--- src/rtl/ex_pkg.sv ---
// Shared opcodes, result classes and divider state encoding for the EX stage.
package ex_pkg;

  localparam logic [7:0] EXE_NOP_OP  = 8'b0000_0000;
  localparam logic [7:0] EXE_AND_OP  = 8'b0010_0100;
  localparam logic [7:0] EXE_OR_OP   = 8'b0010_0101;
  localparam logic [7:0] EXE_XOR_OP  = 8'b0010_0110;
  localparam logic [7:0] EXE_NOR_OP  = 8'b0010_0111;
  localparam logic [7:0] EXE_SLL_OP  = 8'b0111_1100;
  localparam logic [7:0] EXE_SRL_OP  = 8'b0000_0010;
  localparam logic [7:0] EXE_SRA_OP  = 8'b0000_0011;
  localparam logic [7:0] EXE_SLT_OP  = 8'b0010_1010;
  localparam logic [7:0] EXE_SLTU_OP = 8'b0010_1011;
  localparam logic [7:0] EXE_ADDU_OP = 8'b0010_0001;
  localparam logic [7:0] EXE_SUBU_OP = 8'b0010_0011;
  localparam logic [7:0] EXE_DIV_OP  = 8'b0001_1010;
  localparam logic [7:0] EXE_DIVU_OP = 8'b0001_1011;

  localparam logic [2:0] EXE_RES_NOP   = 3'b000;
  localparam logic [2:0] EXE_RES_LOGIC = 3'b001;
  localparam logic [2:0] EXE_RES_SHIFT = 3'b010;
  localparam logic [2:0] EXE_RES_ARITH = 3'b100;

  typedef enum logic [1:0] {
    DIV_FREE    = 2'b00,
    DIV_BUSY    = 2'b01,
    DIV_END     = 2'b10,
    DIV_BY_ZERO = 2'b11
  } div_state_t;

  function automatic logic is_div_op(input logic [7:0] op);
    return (op == EXE_DIV_OP) || (op == EXE_DIVU_OP);
  endfunction

endpackage

--- src/rtl/ex_div.sv ---
// Restoring shift-subtract divider, one quotient bit per cycle, signed fix-up on output.
//   state       | meaning
//   DIV_FREE    | idle, waiting for start
//   DIV_BUSY    | iterating, one shift-subtract step per cycle
//   DIV_END     | result valid for one cycle
//   DIV_BY_ZERO | divisor was zero, result forced to 0 for one cycle
module ex_div
  import ex_pkg::*;
#(
  parameter int DIV_CYCLES = 32
) (
  input  logic        clk,
  input  logic        rst,
  input  logic        start,
  input  logic        signed_div,
  input  logic [31:0] opdata1,
  input  logic [31:0] opdata2,
  input  logic        annul,
  output logic [63:0] result,
  output logic        ready
);

  localparam logic [5:0] LAST_STEP = 6'(DIV_CYCLES - 1);

  div_state_t  state, state_next;
  logic [64:0] dividend;
  logic [31:0] divisor;
  logic [5:0]  cnt;
  logic        neg_q, neg_r;

  logic        op1_neg, op2_neg;
  logic [31:0] mag1, mag2;
  logic [32:0] sub;
  logic [31:0] quot, rem;

  assign op1_neg = signed_div & opdata1[31];
  assign op2_neg = signed_div & opdata2[31];
  assign mag1    = op1_neg ? (32'd0 - opdata1) : opdata1;
  assign mag2    = op2_neg ? (32'd0 - opdata2) : opdata2;
  assign sub     = {1'b0, dividend[63:32]} - {1'b0, divisor};

  always_ff @(posedge clk) begin
    if (rst) state <= DIV_FREE;
    else     state <= state_next;
  end

  always_comb begin
    state_next = state;
    case (state)
      DIV_FREE: begin
        if (start && !annul)
          state_next = (opdata2 == 32'd0) ? DIV_BY_ZERO : DIV_BUSY;
      end
      DIV_BUSY:    if (cnt == LAST_STEP) state_next = DIV_END;
      DIV_END:     state_next = DIV_FREE;
      DIV_BY_ZERO: state_next = DIV_FREE;
      default:     state_next = DIV_FREE;
    endcase
    if (annul) state_next = DIV_FREE;
  end

  always_ff @(posedge clk) begin
    if (rst) begin
      dividend <= '0;
      divisor  <= '0;
      cnt      <= '0;
      neg_q    <= 1'b0;
      neg_r    <= 1'b0;
    end else if (state == DIV_FREE) begin
      if (start && !annul && opdata2 != 32'd0) begin
        dividend <= {32'd0, mag1, 1'b0};
        divisor  <= mag2;
        cnt      <= '0;
        neg_q    <= op1_neg ^ op2_neg;
        neg_r    <= op1_neg;
      end
    end else if (state == DIV_BUSY && !annul) begin
      // Borrow out means the partial remainder was too small: shift in a 0 quotient bit.
      if (sub[32]) dividend <= {dividend[63:0], 1'b0};
      else         dividend <= {sub[31:0], dividend[31:0], 1'b1};
      cnt <= cnt + 6'd1;
    end
  end

  assign quot  = neg_q ? (32'd0 - dividend[31:0])  : dividend[31:0];
  assign rem   = neg_r ? (32'd0 - dividend[64:33]) : dividend[64:33];

  assign result = (state == DIV_END) ? {rem, quot} : 64'd0;
  assign ready  = (state == DIV_END) || (state == DIV_BY_ZERO);

endmodule

--- src/rtl/ex.sv ---
// OpenMIPS execute stage: combinational ALU plus a multi-cycle divider that stalls the pipe.
module ex
  import ex_pkg::*;
#(
  parameter int DIV_CYCLES = 32
) (
  input  logic        clk,
  input  logic        rst,
  input  logic [7:0]  aluop_i,
  input  logic [2:0]  alusel_i,
  input  logic [31:0] reg1_i,
  input  logic [31:0] reg2_i,
  input  logic [4:0]  wd_i,
  input  logic        wreg_i,
  input  logic        flush_i,
  output logic [4:0]  wd_o,
  output logic        wreg_o,
  output logic [31:0] wdata_o,
  output logic [31:0] hi_o,
  output logic [31:0] lo_o,
  output logic        whilo_o,
  output logic        stallreq_o
);

  logic [31:0] logic_res, shift_res, arith_res, alu_res;
  logic        div_op;
  logic [63:0] div_result;
  logic        div_ready;

  assign div_op = is_div_op(aluop_i);

  ex_div #(.DIV_CYCLES(DIV_CYCLES)) u_div (
    .clk        (clk),
    .rst        (rst),
    .start      (div_op),
    .signed_div (aluop_i == EXE_DIV_OP),
    .opdata1    (reg1_i),
    .opdata2    (reg2_i),
    .annul      (flush_i),
    .result     (div_result),
    .ready      (div_ready)
  );

  always_comb begin
    logic_res = 32'd0;
    shift_res = 32'd0;
    arith_res = 32'd0;
    case (aluop_i)
      EXE_OR_OP:   logic_res = reg1_i | reg2_i;
      EXE_AND_OP:  logic_res = reg1_i & reg2_i;
      EXE_XOR_OP:  logic_res = reg1_i ^ reg2_i;
      EXE_NOR_OP:  logic_res = ~(reg1_i | reg2_i);
      EXE_SLL_OP:  shift_res = reg2_i << reg1_i[4:0];
      EXE_SRL_OP:  shift_res = reg2_i >> reg1_i[4:0];
      EXE_SRA_OP:  shift_res = $unsigned($signed(reg2_i) >>> reg1_i[4:0]);
      EXE_ADDU_OP: arith_res = reg1_i + reg2_i;
      EXE_SUBU_OP: arith_res = reg1_i - reg2_i;
      EXE_SLT_OP:  arith_res = {31'd0, $signed(reg1_i) < $signed(reg2_i)};
      EXE_SLTU_OP: arith_res = {31'd0, reg1_i < reg2_i};
      default: ;
    endcase
  end

  always_comb begin
    case (alusel_i)
      EXE_RES_LOGIC: alu_res = logic_res;
      EXE_RES_SHIFT: alu_res = shift_res;
      EXE_RES_ARITH: alu_res = arith_res;
      default:       alu_res = 32'd0;
    endcase
  end

  // Reset gates every output so a division in flight cannot leak a stall or HI/LO write.
  always_comb begin
    wd_o       = 5'd0;
    wreg_o     = 1'b0;
    wdata_o    = 32'd0;
    hi_o       = 32'd0;
    lo_o       = 32'd0;
    whilo_o    = 1'b0;
    stallreq_o = 1'b0;
    if (!rst) begin
      wd_o       = wd_i;
      wreg_o     = wreg_i & ~div_op;
      wdata_o    = alu_res;
      hi_o       = div_result[63:32];
      lo_o       = div_result[31:0];
      whilo_o    = div_ready;
      stallreq_o = div_op & ~div_ready & ~flush_i;
    end
  end

endmodule

--- config.mk ---
export PLATFORM = sky130hd
export DESIGN_NAME = ex
export DESIGN_NICKNAME = d
export VERILOG_FILES = /design/src/rtl/ex_pkg.sv /design/src/rtl/ex_div.sv /design/src/rtl/ex.sv
export SDC_FILE = /design/constraint.sdc
export NUM_CORES = 1
export LEC_CHECK = 0
export CAP_MARGIN = 40
export CORE_MARGIN = 2
export CORE_UTILIZATION = 40
export DETAILED_ROUTE_END_ITERATION = 10
export PLACE_DENSITY_LB_ADDON = 0.1
export SLEW_MARGIN = 20
export SYNTH_ARGS = -nofsm -noshare
export SYNTH_HDL_FRONTEND = slang
export SYNTH_SLANG_ARGS = --single-unit
--- constraint.sdc ---
create_clock -name clk -period 9.6 [get_ports clk]
set_clock_uncertainty 0.05 [all_clocks]
set_input_delay 2.88 -clock clk [delete_from_list [all_inputs] [get_ports clk]]
set_output_delay 2.88 -clock clk [all_outputs]
set_load 0.05 [all_outputs]
==> results of run 1 <==
-- final cells by class --
cell class,count,share of cell area [%]
Clock buffer,12,1.18
Inverter,136,2.35
Timing Repair Buffer,352,15.7
Multi-Input combinational cell,2104,67.1
Clock inverter,4,0.334
Sequential cell,107,9.86
Tap cell,592,3.41
-- repair_timing --
item,4_1_cts,5_1_grt
hold buffers,0,0
hold endpoints to repair,0,0
buffers inserted,0,1
resized for setup,0,6
endpoints found under the setup margin,0,6
-- worst max-delay path, stage by stage --
cell and delay [ps]:
clkdlybuf4s50_1 480, inv_1 100, ha_1 470, o21ai_0 180, o211ai_1 290, nand2_1 140
o31ai_2 330, a211oi_1 130, buf_4 160, o41ai_1 510, nor4_1 100, a21oi_1 240
xnor2_2 120, o22ai_4 270, buf_12 180
-- cells in the mapped netlist, drive strengths merged, types with 6 or more instances --
cell / number
nor2: 307
nand2: 264
a21oi: 199
o21ai: 193
clkbuf: 150
ha: 136
inv: 135
xnor2: 126
dfxtp: 107
mux2i: 94
xor2: 78
a211oi: 68
buf: 53
nor3: 48
mux4: 42
o211ai: 42
o31ai: 39
nand3: 36
a21o: 34
or3: 29
nand4: 25
a31oi: 24
nor2b: 24
or4: 22
nand2b: 20
a221oi: 18
o41ai: 16
a311oi: 15
nor4: 15
o22ai: 15
o21a: 14
a22o: 13
a22oi: 12
or2: 11
o21bai: 10
o311ai: 9
and2: 8
and4: 8
mux2: 8
and3: 7
a32oi: 6
o31a: 6
-- routing by layer --
| metal | global-route usage [%] | routed length [um] | part of all wire [%] | vias up |
|---|---|---|---|---|
| li1 | - | - | - | 9512 |
| met1 | 43.4 | 33700 | 44 | 9342 |
| met2 | 50.4 | 33600 | 44 | 881 |
| met3 | 4.51 | 5460 | 7.1 | 142 |
| met4 | 17.1 | 4460 | 5.8 | 0 |
| met5 | 0 | 0 | 0 | - |
-- state kept, by name (all words and copies together), names as in the netlist --
name and cells:
u_div.dividend 65, u_div.divisor 32, u_div.neg_r 1, u_div.neg_q 1, u_div.state 2, u_div.cnt 6
-- per-stage QoR --
stage	hold WS [ps]	instances	total power, uW
6_report	422	3307	1580
3_3_place_gp	416	3284	1160
2_1_floorplan	396	2550	892
4_1_cts	422	3305	1570
3_5_place_dp	410	3289	1160
5_1_grt	444	3307	1660
-- power by group through the flow --
stage	sequential, uW	combinational (uW)	clock (uW)
4_1_cts	446	708	417
3_5_place_dp	456	704	0
3_3_place_gp	456	702	0
5_1_grt	446	779	432
6_report	446	728	407
2_1_floorplan	456	437	0
-- how the worst max path moves through the flow --
stage | start | to | slack (ps)
after floorplan | reg1_i[2] | wdata_o[23] | 90
after global placement | reg2_i[6] | wdata_o[29] | 80
after detailed placement | reg2_i[6] | wdata_o[29] | 100
after CTS | reg2_i[6] | wdata_o[29] | 90
after global routing | reg2_i[19] | wdata_o[27] | -60
final | reg2_i[3] | wdata_o[30] | 80
-- cells by family after synthesis --
logic type | Yosys count | synth area share [%]
compound gates | 778 | 28.1
xor+xnor | 204 | 9.99
fa+ha+maj | 139 | 9.85
buf+inv | 339 | 7.34
flops | 107 | 12.0
mux | 144 | 11.1
simple gates | 839 | 21.7
==> metrics.csv, run 1 <==
stage,metric,value,unit
status,status,"complete, no violations",
sta,hold_violations,0,
cells_and_area,final_nets,2933,
grt,grt_pass1_wl,117,mm
placed_design,place_hpwl,62.1,mm
clock_network,ctsLongestPathBuffers,2,
power_and_ir_drop,p_int,972,uW
logic_synthesis,synth_area,0.0179,mm2
power_and_ir_drop,p_switching,609,uW
logic_synthesis,synth_top_area_cell,dfxtp_1,
logic_synthesis,yosys_warnings,0,
hold_path,hold_path_depth,2,
logic_synthesis,synthFlopType,dfxtp_1,
cells_and_area,area_growth,21.4,%
grt,grt.overflow.total,0,
die,dieArea,0.0464,mm2
route,drtIter0Drc,2015,
grt,grt_util_all_layers,32.4,%
logic_synthesis,syn_inst,2550,
placed_design,io_buffers,187,
cells_and_area,design_area,0.0217,mm2
cells_and_area,fin_util,49.1,%
sta,finalCritPeriodShare,99.1,%
setup_path,critPathKind,input pin to output port,
job,drv_cap,0,
logic_synthesis,synth_top_area_share,12.0,%
logic_synthesis,synth_nets,2773,
clock_network,cts_tree,done,
logic_synthesis,async_flop_share,0,%
power_and_ir_drop,clkPwrFrac,25.7,%
die,die_w,215,um
die,coreArea,0.0442,mm2
power_and_ir_drop,swShare,38.5,%
route,vias,19877,
sta,grt_setup_unrepaired,true,
sta,period_needed,9520,ps
sta,slew_viol_final,0,
power_and_ir_drop,seqPwrFrac,28.2,%
clock_network,cts_sinks,107,
clock_network,htree_num_levels,3,
power_and_ir_drop,p_per_area,72.8,mW/mm2
cells_and_area,nFillCells,4464,
placed_design,pre_cts_slack,97.9,ps
grt,antenna_found_initial,1,
sta,fin_tns_setup,0,ps
setup_path,crit_required,6670,ps
grt,grt_pass1_vias,18804,
sta,max_clock_freq,0.105,GHz
route,vias_per_cell,6.01,
route,wl_per_cell,23.4,um
logic_synthesis,ys_types,88,
setup_path,r2r_slack,5600,ps
setup_path,crit_path_end_kind,output port,
sta,layout_setup_ws,83.4,ps
setup_path,cp.arrival,6590,ps
clock_network,numCtsBuffers,9,
cells_and_area,final_common_cell,nor2_1,
route,dr.pass1.iters,6,
logic_synthesis,synth_area_leaders,"dfxtp_1 (12%), ha_1 (9.5%), nor2_1 (6.4%)",
placed_design,dpl-instance-area,0.0213,mm2
logic_synthesis,synth-edff-count,0,
power_and_ir_drop,p_leak,0.00852,uW
sta,setup_viol,0,
die,initial_core_util,40.5,%
power_and_ir_drop,p_comb_share,46.1,%
grt,grt_max_degree,80,
sta,relSlewSlack,44.8,%
cells_and_area,layout-drive-gt1-share,12.2,%
logic_synthesis,synth_area_per_cell,7.02,um2
placed_design,place_congestion,1.01,
hold_path,hold_start,u_div.divisor[31],
power_and_ir_drop,worst_ir_drop_vdd,0.0630,mV
cells_and_area,antennaDiodeCount,0,
clock_network,clk_pin_slew,70,ps
logic_synthesis,synth-seq-cells,107,
route,drtAntennaViolNets,0,
cells_and_area,multi_input_area,0.0146,mm2
die,num_io_pins,188,
die,die_h,215,um
clock_network,clock_latency,360,ps
hold_path,min_path_type,flip-flop to flip-flop,
setup_path,crit_fanout,8,
setup_path,crit_path_start_kind,input pin,
setup_path,r2r_end,u_div.dividend[40],
clock_network,cts-root-buf,clkbuf_16,
sta,tightestPinTransition,821,ps
die,rows,77,
route,wirelength,77.2,mm
setup_path,r2r_cells,13,
route,drcViolationCount,0,
cells_and_area,final_cell_mix,"nor2_1 (302), nand2_1 (264), a21oi_1 (196), o21ai_0 (187), buf_4 (165)",
cells_and_area,ff_latch_area,0.00214,mm2
setup_path,r2r_start,u_div.divisor[0],
hold_path,min_to,u_div.divisor[31],
logic_synthesis,yosysSeqAreaShare,12.0,%
(Power assumes the default switching activity.)
==> inputs of run 2 (changes only) <==
CELL_PAD_IN_SITES_DETAIL_PLACEMENT = 1   (was default)
CELL_PAD_IN_SITES_GLOBAL_PLACEMENT = 1   (was default)
CORE_MARGIN = default   (was 2)
clock period = 8.95 ns   (was 9.6 ns; I/O delays follow)
==> metrics.csv, run 2 (synthesis gave the netlist of run 1 again) <==
stage,metric,value,unit,change
job,drv_cap,0,,unchanged
setup_path,crit_required,6220,ps,-450 ps
sta,max_clock_freq,0.113,GHz,
setup_path,critPathKind,input pin to output port,,
clock_network,cts-root-buf,clkbuf_16,,
sta,hold_violations,0,,unchanged
route,wirelength,85.2,mm,+10%
die,dieArea,0.0456,mm2,-1.8%
setup_path,cp.arrival,6120,ps,-470 ps
grt,antenna_found_initial,4,,+3
die,die_w,213,um,-0.93%
cells_and_area,layout-drive-gt1-share,16.2,%,+4.0 points
cells_and_area,final_common_cell,nor2_1,,
setup_path,crit_path_end_kind,output port,,
clock_network,clock_latency,360,ps,about the same
clock_network,clk_pin_slew,70,ps,about the same
grt,grt_max_degree,121,,+51%
grt,grt_pass1_vias,20575,,+9.4%
setup_path,r2r_end,u_div.dividend[39],,
die,num_io_pins,188,,unchanged
cells_and_area,area_growth,26.5,%,
cells_and_area,fin_util,51.3,%,+2.2 points
route,drtAntennaViolNets,0,,unchanged
sta,finalCritPeriodShare,99.0,%,
setup_path,crit_slowest_cell,clkdlybuf4s50_1,,
die,rows,77,,unchanged
clock_network,numCtsBuffers,9,,unchanged
setup_path,cp.depth,14,,-1
sta,fin_tns_setup,0,ps,unchanged
setup_path,crit_end,wdata_o[29],,
sta,grt_setup_unrepaired,true,,
placed_design,place_congestion,1.00,,-1.0%
die,initial_core_util,40.5,%,+0.088 points
cells_and_area,final_cell_mix,"nor2_1 (301), nand2_1 (263), buf_4 (240), a21oi_1 (192), o21ai_0 (184)",,
clock_network,cts_sinks,107,,unchanged
cells_and_area,regMostFlops,u_div.dividend,,
setup_path,crit_fanout,3,,-5
route,vias_per_cell,6.19,,+2.9%
route,vias,20925,,+5.3%
grt,grt_util_all_layers,36.8,%,+4.4 points
cells_and_area,reg_top3,"u_div.dividend (65), u_div.divisor (32), u_div.cnt (6)",,
clock_network,ctsLongestPathBuffers,2,,unchanged
setup_path,r2r_start,u_div.divisor[0],,
hold_path,min_path_type,flip-flop to flip-flop,,
route,wl_per_cell,25.2,um,+7.8%
power_and_ir_drop,total_power,1740,uW,+10%
placed_design,io_buffers,187,,unchanged
route,dr.pass1.iters,5,,-1
setup_path,critPathBufInv,4,,unchanged
setup_path,r2r_slack,4790,ps,-810 ps
clock_network,htree_num_levels,3,,unchanged
sta,slew_viol_final,0,,unchanged
setup_path,cpLargestDelayFamily,compound AO/OA/AOI/OAI gates,,
grt,grt.overflow.total,0,,unchanged
route,drtIter0Drc,1622,,-20%
status,status,"complete, no violations",,
grt,grt_pass1_wl,127,mm,+8.5%
sta,period_needed,8860,ps,
power_and_ir_drop,p_leak,0.00894,uW,+4.8%
setup_path,timing.critical_path.from,reg2_i[8],,
route,drcViolationCount,0,,unchanged
die,die_h,213,um,-0.93%
clock_network,cts_tree,done,,
setup_path,crit_chain,clkdlybuf4s50_1 > inv_1 > ha_1 > or4_1 > a21oi_4 > o21ai_4 > a311oi_4 > o41ai_4 > o41ai_2 > buf_4 > nand3_1 > a211oi_2 > a311o_2 > buf_12,,
power_and_ir_drop,p_per_area,76.9,mW/mm2,+5.7%
setup_path,cp_slowest_stage_delay,470,ps,-40 ps
sta,tightestPinTransition,867,ps,+46.1 ps
sta,relSlewSlack,42.2,%,-2.6 points
sta,setup_viol,0,,unchanged
die,coreArea,0.0441,mm2,-0.22%
setup_path,r2r_cells,13,,unchanged
cells_and_area,final_nets,3008,,+2.6%
power_and_ir_drop,worst_ir_drop_vdd,0.0687,mV,+9.0%
sta,hold_slack,420,ps,-1.68 ps
cells_and_area,largest_register_ffs,65,,unchanged
placed_design,place_hpwl,68.8,mm,+11%
setup_path,crit_path_start_kind,input pin,,
## run 2: cell count changes in the layout (fill, tap and decap cells not counted), sizes merged
cell	delta
buf	+74
clkdlybuf4s50	-4
dlygate4sd2	+3
diode	+2
bufinv	-1
dlymetal6s2s	+1
inv	+1
## run 2: where the power goes
| part | total (uW) | internal, uW | leakage [uW] | switching [uW] |
|---|---|---|---|---|
| sequential | 478 | 477 | 0.000862 | 1.40 |
| clock | 397 | 216 | 0.000136 | 181 |
| combinational | 865 | 346 | 0.00794 | 520 |
| total | 1740 | 1040 | 0.00894 | 702 |
## run 2: cell type report
class | count | area, um2
well taps | 592 | 741
diodes | 2 | 5.00
multi-input cells | 2104 | 15000
clock buffers | 11 | 233
clock inverters | 4 | 51.3
inverters | 136 | 510
fillers | 5563 | 21500
flip-flops and latches | 107 | 2140
repair buffers | 427 | 3960
## run 2: worst register-to-register path, stage by stage (launching register included)
cell,delay [ps]
dfxtp_1,410
ha_1,190
inv_1,60
fa_1,410
a21o_1,200
a21o_1,230
a2111oi_2,520
o21ai_0,290
a311oi_1,420
o211ai_1,220
o211ai_4,120
buf_4,470
o21ai_0,220
a22o_1,230
## run 2: per-layer routing
layer / global-route usage, % / routed length, um
met1: 47.4 / 36000
met5: 0 / 12
met2: 61.2 / 39700
met3: 3.90 / 5100
met4: 17.7 / 4330
## run 2: worst min-delay path by stage
stage                       from                end  slack, ps  depth (start not counted)
2_1_floorplan  u_div.divisor[31]  u_div.divisor[31]        400                          2
3_3_place_gp   u_div.divisor[31]  u_div.divisor[31]        410                          2
3_5_place_dp   u_div.divisor[31]  u_div.divisor[31]        410                          2
4_1_cts        u_div.divisor[31]  u_div.divisor[31]        420                          2
5_1_grt        u_div.divisor[31]  u_div.divisor[31]        440                          2
6_report       u_div.divisor[31]  u_div.divisor[31]        420                          2
## run 2: timing repair
action                                  CTS  global route
hold buffers                              0             0
setup buffers                             1             5
endpoints found under the setup margin   16            19
pin swaps                                10            33
gates resized for setup                  28            50
## run 2: per-stage QoR
step / instance area (um2) / setup WS (ps) / instances
5_1_grt: 22600 / -14.6 / 3381
3_5_place_dp: 21900 / -219 / 3361
6_report: 22600 / 94.0 / 3383
2_1_floorplan: 18000 / 14.4 / 2550
4_1_cts: 22300 / 3.55 / 3377
3_3_place_gp: 21800 / -260 / 3358
